### src/rtl/idmem_pkg.sv
// Shared encodings and sizing helpers for the idmem_port access controller.
package idmem_pkg;

  typedef enum logic [1:0] {
    S_IDLE   = 2'd0,
    S_ACCESS = 2'd1,
    S_DONE   = 2'd2
  } state_e;

  typedef enum logic [1:0] {
    OP_FETCH = 2'd0,
    OP_LOAD  = 2'd1,
    OP_STORE = 2'd2
  } op_e;

  localparam int unsigned DEF_ADDR_W = 5;
  localparam int unsigned CNT_W      = 4;

  function automatic int unsigned mem_words(input int unsigned addr_w);
    return 32'd2 * (32'd1 << addr_w);
  endfunction

  function automatic int unsigned byte_limit(input int unsigned addr_w);
    return 32'd4 * mem_words(addr_w);
  endfunction

  localparam int unsigned MEM_WORDS  = mem_words(DEF_ADDR_W);
  localparam int unsigned BYTE_LIMIT = byte_limit(DEF_ADDR_W);

endpackage

### src/rtl/idmem_port_wait_cnt.sv
// Loadable down-counter with zero flag; paces the ACCESS wait states.
module idmem_wait_cnt
  import idmem_pkg::*;
(
  input  logic             clk,
  input  logic             rst,
  input  logic             load,
  input  logic [CNT_W-1:0] load_val,
  input  logic             dec,
  output logic             zero
);

  logic [CNT_W-1:0] cnt_q;
  logic [CNT_W-1:0] cnt_d;

  always_comb begin
    cnt_d = cnt_q;
    if (load) begin
      cnt_d = load_val;
    end else if (dec && (cnt_q != {CNT_W{1'b0}})) begin
      cnt_d = cnt_q - {{(CNT_W-1){1'b0}}, 1'b1};
    end else begin
      cnt_d = cnt_q;
    end
  end

  always_ff @(posedge clk) begin
    if (rst) begin
      cnt_q <= {CNT_W{1'b0}};
    end else begin
      cnt_q <= cnt_d;
    end
  end

  assign zero = (cnt_q == {CNT_W{1'b0}});

endmodule

### src/rtl/idmem_port.sv
// Single-port fetch/load/store controller for the 2*2^ADDR_W-word unified memory.
// Optional: define IDMEM_PORT_ALIGN_CHECK_EN to fault on byte addresses with bits [1:0] != 0.
module idmem_port
  import idmem_pkg::*;
#(
  parameter int ADDR_W      = 5,
  parameter int DATA_W      = 32,
  parameter int WAIT_CYCLES = 0
) (
  input  logic              CLK,
  input  logic              RST,
  input  logic              if_req,
  input  logic [DATA_W-1:0] if_pc,
  input  logic              ls_req,
  input  logic              ls_we,
  input  logic [DATA_W-1:0] ls_addr,
  input  logic [DATA_W-1:0] ls_wd,
  output logic              ack,
  output logic              busy,
  output logic              fault,
  output logic [DATA_W-1:0] ir,
  output logic [DATA_W-1:0] mdr,
  output logic              mem_we,
  output logic [DATA_W-1:0] mem_addr,
  output logic [DATA_W-1:0] mem_wd,
  input  logic [DATA_W-1:0] mem_rd
);

  localparam logic [DATA_W-1:0] LIMIT = DATA_W'(byte_limit(ADDR_W));

  state_e            state_q, state_d;
  op_e               op_q, op_d;
  logic              ack_q, ack_d;
  logic              busy_q, busy_d;
  logic              fault_q, fault_d;
  logic [DATA_W-1:0] ir_q, ir_d;
  logic [DATA_W-1:0] mdr_q, mdr_d;
  logic [DATA_W-1:0] mem_addr_q, mem_addr_d;
  logic [DATA_W-1:0] mem_wd_q, mem_wd_d;
  logic [DATA_W-1:0] req_addr_s;
  logic              req_bad_s;
  logic              cnt_load_s, cnt_dec_s, cnt_zero_s;

  // Load/store wins arbitration, so its address is the one range-checked.
  assign req_addr_s = ls_req ? ls_addr : if_pc;

`ifdef IDMEM_PORT_ALIGN_CHECK_EN
  assign req_bad_s = (req_addr_s >= LIMIT) | (req_addr_s[1:0] != 2'b00);
`else
  assign req_bad_s = (req_addr_s >= LIMIT);
`endif

  idmem_wait_cnt u_wait_cnt (
    .clk      (CLK),
    .rst      (RST),
    .load     (cnt_load_s),
    .load_val (CNT_W'(WAIT_CYCLES)),
    .dec      (cnt_dec_s),
    .zero     (cnt_zero_s)
  );

  always_comb begin
    state_d    = state_q;
    op_d       = op_q;
    ack_d      = 1'b0;
    fault_d    = fault_q;
    ir_d       = ir_q;
    mdr_d      = mdr_q;
    mem_addr_d = mem_addr_q;
    mem_wd_d   = mem_wd_q;
    cnt_load_s = 1'b0;
    cnt_dec_s  = 1'b0;
    case (state_q)
      S_IDLE: begin
        if (ls_req || if_req) begin
          if (ls_req) begin
            op_d = ls_we ? OP_STORE : OP_LOAD;
          end else begin
            op_d = OP_FETCH;
          end
          mem_addr_d = DATA_W'(req_addr_s[ADDR_W+2:2]);
          mem_wd_d   = ls_wd;
          cnt_load_s = 1'b1;
          fault_d    = req_bad_s;
          if (req_bad_s) begin
            state_d = S_DONE;
            ack_d   = 1'b1;
          end else begin
            state_d = S_ACCESS;
          end
        end else begin
          state_d = S_IDLE;
        end
      end
      S_ACCESS: begin
        if (cnt_zero_s) begin
          case (op_q)
            OP_FETCH: ir_d  = mem_rd;
            OP_LOAD:  mdr_d = mem_rd;
            default:  ir_d  = ir_q;
          endcase
          state_d = S_DONE;
          ack_d   = 1'b1;
        end else begin
          cnt_dec_s = 1'b1;
        end
      end
      S_DONE: begin
        state_d = S_IDLE;
      end
      default: begin
        state_d = S_IDLE;
      end
    endcase
    busy_d = (state_d != S_IDLE);
  end

  always_ff @(posedge CLK) begin
    if (RST) begin
      state_q    <= S_IDLE;
      op_q       <= OP_FETCH;
      ack_q      <= 1'b0;
      busy_q     <= 1'b0;
      fault_q    <= 1'b0;
      ir_q       <= {DATA_W{1'b0}};
      mdr_q      <= {DATA_W{1'b0}};
      mem_addr_q <= {DATA_W{1'b0}};
      mem_wd_q   <= {DATA_W{1'b0}};
    end else begin
      state_q    <= state_d;
      op_q       <= op_d;
      ack_q      <= ack_d;
      busy_q     <= busy_d;
      fault_q    <= fault_d;
      ir_q       <= ir_d;
      mdr_q      <= mdr_d;
      mem_addr_q <= mem_addr_d;
      mem_wd_q   <= mem_wd_d;
    end
  end

  // Gated by RST so a reset landing on the final ACCESS cycle cannot commit a store.
  assign mem_we = (state_q == S_ACCESS) & cnt_zero_s & (op_q == OP_STORE) & ~RST;

  assign ack      = ack_q;
  assign busy     = busy_q;
  assign fault    = fault_q;
  assign ir       = ir_q;
  assign mdr      = mdr_q;
  assign mem_addr = mem_addr_q;
  assign mem_wd   = mem_wd_q;

endmodule

### config.mk
export PLATFORM = sky130hd
export DESIGN_NAME = idmem_port
export DESIGN_NICKNAME = d
export VERILOG_FILES = /design/src/rtl/idmem_pkg.sv /design/src/rtl/idmem_port_wait_cnt.sv /design/src/rtl/idmem_port.sv
export SDC_FILE = /design/constraint.sdc
export NUM_CORES = 1
export LEC_CHECK = 0
export CAP_MARGIN = 20
export CELL_PAD_IN_SITES_DETAIL_PLACEMENT = 0
export CELL_PAD_IN_SITES_GLOBAL_PLACEMENT = 1
export CORE_MARGIN = 2
export CORE_UTILIZATION = 27
export DETAILED_ROUTE_END_ITERATION = 7
export PLACE_DENSITY_LB_ADDON = 0.1
export SYNTH_ARGS = -nofsm -noshare
export SYNTH_HDL_FRONTEND = slang
export SYNTH_SLANG_ARGS = --single-unit
### constraint.sdc
create_clock -name CLK -period 3 [get_ports CLK]
set_input_delay 0.6 -clock CLK [delete_from_list [all_inputs] [get_ports CLK]]
set_output_delay 0.6 -clock CLK [all_outputs]
set_load 0.02 [all_outputs]
==> results.md <==
- Outcome: complete, no violations
- Final slew viol count: 0
- Maxcap violations: 0
- Violation count after the first detailed-route iteration: 168
- Maximum clock rate: 348 MHz
- Pwr Density: 598 nW/um2
- Starting Density: 27.5%
- Total Nets Final: 901
- Global-route wire length before repair: 21.5 mm
- Core outline area: 15,800 um2
- Most frequent cells in the layout: 232 x sky130_fd_sc_hd__clkdlybuf4s50_1, 196 x sky130_fd_sc_hd__nand2_1, 113 x sky130_fd_sc_hd__dfxtp_1
- Setup repair after global routing missed its margin: false
- Count of buffers inserted at the top-level ports: 234
- Clock root buffer: sky130_fd_sc_hd__clkbuf_16
- Post-synthesis register bit count: 113
- Min-delay worst type: reg2reg
- Vias per cell: 4.38
- Number of distinct library cells after synthesis: 39
- Number of endpoints failing setup at the final stage: 0
- Std cell rows: 46
- TritonCTS sink count: 113
- Vertical die dimension: 131 um
- Post-synthesis cell area: 4350 um2
- Number of antenna violations at the first check in global routing: 0
- Largest fanout on the critical path: 5
- Half-perimeter wire length after placement: 10.0 mm
- Area growth from synthesis to final layout: 72.0%
- Hold Vio Cnt, Final: 0
- Hold_buf cts: 0
- Setup slack at placement: 0.248 ns
- Overall global routing resource usage: 16.4%
- Global-route congestion overflow total: 0
- Number of instances in the synthesized netlist: 542
- Power consumption: 4.47 mW
- Post-CTS setup buffer count: 0
- Maximum clock insertion buffer count: 2
- TritonCTS clock tree: yes
- Accumulated negative setup slack: 0 ns
- Final core utilization: 47.2%
- Post_cts resized: 1
- Most common cell after layout, fill and taps aside: sky130_fd_sc_hd__clkdlybuf4s50_1
- Portion of the post-synthesis area used by sequential elements: 52.0%
- Final RePlAce weighted congestion: 0.755
- Leakage component of the power: 2.68 nW
- Clock-pin slew on the worst setup and hold paths: 0.05 ns
- Antenna fix cells: 0
- Worst-case clock skew: 0.00634 ns
- Period Utilization, post-route: 95.7%
- Via count of the first global-routing pass: 4,238
- Startpoint type of the worst setup path: register
- I/O pin count: 265
- Required time worst endpoint: 2.40 ns
- Antenna-violating nets left: 0
- Routed WL: 14.0 mm
- Number of buffers inserted during clock tree synthesis: 17
- Arrival time at the worst endpoint: 2.27 ns
- CP Capture Type: output pin
- Worst slew margin relative to its limit: 57.9%
- Worst vdd ir: 0.000359 V
- Worst hold margin: 0.451 ns
- Synthesized area divided by synthesized cell count: 8.02 um2
- First drt pass iteration count: 6
- Die X: 131 um
- Crit path time final: 2.87 ns
- DRC violations left: 0
- Latest clock arrival within the worst-skew pair: 0.41 ns
- Final worst setup slack: 0.130 ns
- CTS H-Tree Depth: 4
- Via count of the routed design: 4,365
- Proportion of layout cells with a drive suffix above 1: 6.15%
- Worst-margin pin slew: 0.631 ns
- Overall die area: 17,100 um2
- Routed len/inst: 14.1 um
- # fillers: 1,539
- Crit Path Category: reg2out
- Largest net degree at the start of global routing: 59
- Synthesis warning total: 0
[state kept, by name (all words and copies together) (netlist names)]
name,count
state_q,2
mem_addr,6
ir,32
mem_wd,32
op_q,2
u_wait_cnt.cnt_q,4
busy,1
ack,1
fault,1
mdr,32
[synthesized netlist by cell type, drive strengths merged]
cell     number  area, um2
a2111oi       1       8.76
a211o         1       8.76
a211oi        8       60.1
a21oi        97        485
a311oi        1       8.76
a31oi         2       12.5
a32oi         1       8.76
and2          1       6.26
buf          35        258
clkbuf       27        101
conb          1       3.75
dfxtp       113       2260
ha            1       12.5
inv           2       7.51
mux2i         6       60.1
nand2       196        736
nand2b        3       18.8
nand3         1       5.00
nand3b        1       7.51
nand4         2       12.5
nor2         12       45.0
nor2b         1       6.26
nor3          5       41.3
nor4         12       75.1
nor4b         2       17.5
o211ai        1       7.51
o21a          1       7.51
o21ai         2       10.0
or2           2       15.0
or3b          1       11.3
xnor2         2       17.5
xor2          1       8.76
[metal layers]
| metal | part of all wire (%) | routed length [um] | global-route usage, % |
|---|---|---|---|
| met2 | 48 | 6660 | 27.0 |
| met5 | 0 | 0 | 0 |
| met3 | 9.2 | 1290 | 7.49 |
| met4 | 1.8 | 251 | 7.13 |
| met1 | 41 | 5820 | 18.4 |
[worst max-delay path, stage by stage (launching register included)]
cell                            delay, ns
sky130_fd_sc_hd__dfxtp_1             0.33
sky130_fd_sc_hd__inv_1               0.06
sky130_fd_sc_hd__ha_1                0.16
sky130_fd_sc_hd__or3b_4              0.40
sky130_fd_sc_hd__or2_4               0.27
sky130_fd_sc_hd__nor4b_1             0.25
sky130_fd_sc_hd__dlygate4sd2_1       0.39
[path summary, 6_finish.rpt]
check / startpoint / end / slack (ns) / cells after the start
worst min-delay path: mdr[5] / mdr[5] / 0.45 / 2
worst min register to register: mdr[5] / mdr[5] / 0.45 / 2
worst max register to register: u_wait_cnt.cnt_q[0] / ir[22] / 0.98 / 8
worst max-delay path: u_wait_cnt.cnt_q[0] / mem_we / 0.13 / 6
[through the flow]
stage | instance area [um2] | cells
after global routing | 7480 | 996
final | 7480 | 996
after CTS | 7480 | 996
after global placement | 6780 | 964
after detailed placement | 6780 | 964
after floorplan | 4440 | 567
[power breakdown]
group / leakage [nW] / internal (mW) / switching [mW]
logic: 1.42 / 0.267 / 0.240
clock network: 0.347 / 1.70 / 0.683
registers: 0.920 / 1.55 / 0.0265
total: 2.68 / 3.52 / 0.949
[cells by family after synthesis]
kind of cell | synth area share (%)
AND/OR/NAND/NOR | 22.9
flip-flops | 52.0
adder cells (fa/ha/maj) | 0.288
AO/OA/AOI/OAI | 14.2
other | 0.0863
XOR/XNOR | 0.605
multiplexers | 1.38
buffers and inverters | 8.43
[cell type report]
cell class / instances / area, um2 / share of cell area, %
multi-input combinational: 390 / 1820 / 24.3
tap: 216 / 270 / 3.62
clock inverter: 11 / 230 / 3.08
sequential: 113 / 2260 / 30.3
timing repair buffer: 243 / 2420 / 32.4
inverter: 2 / 7.51 / 0.100
clock buffer: 21 / 470 / 6.29
Note: power is estimated with default switching activity, not from simulation.
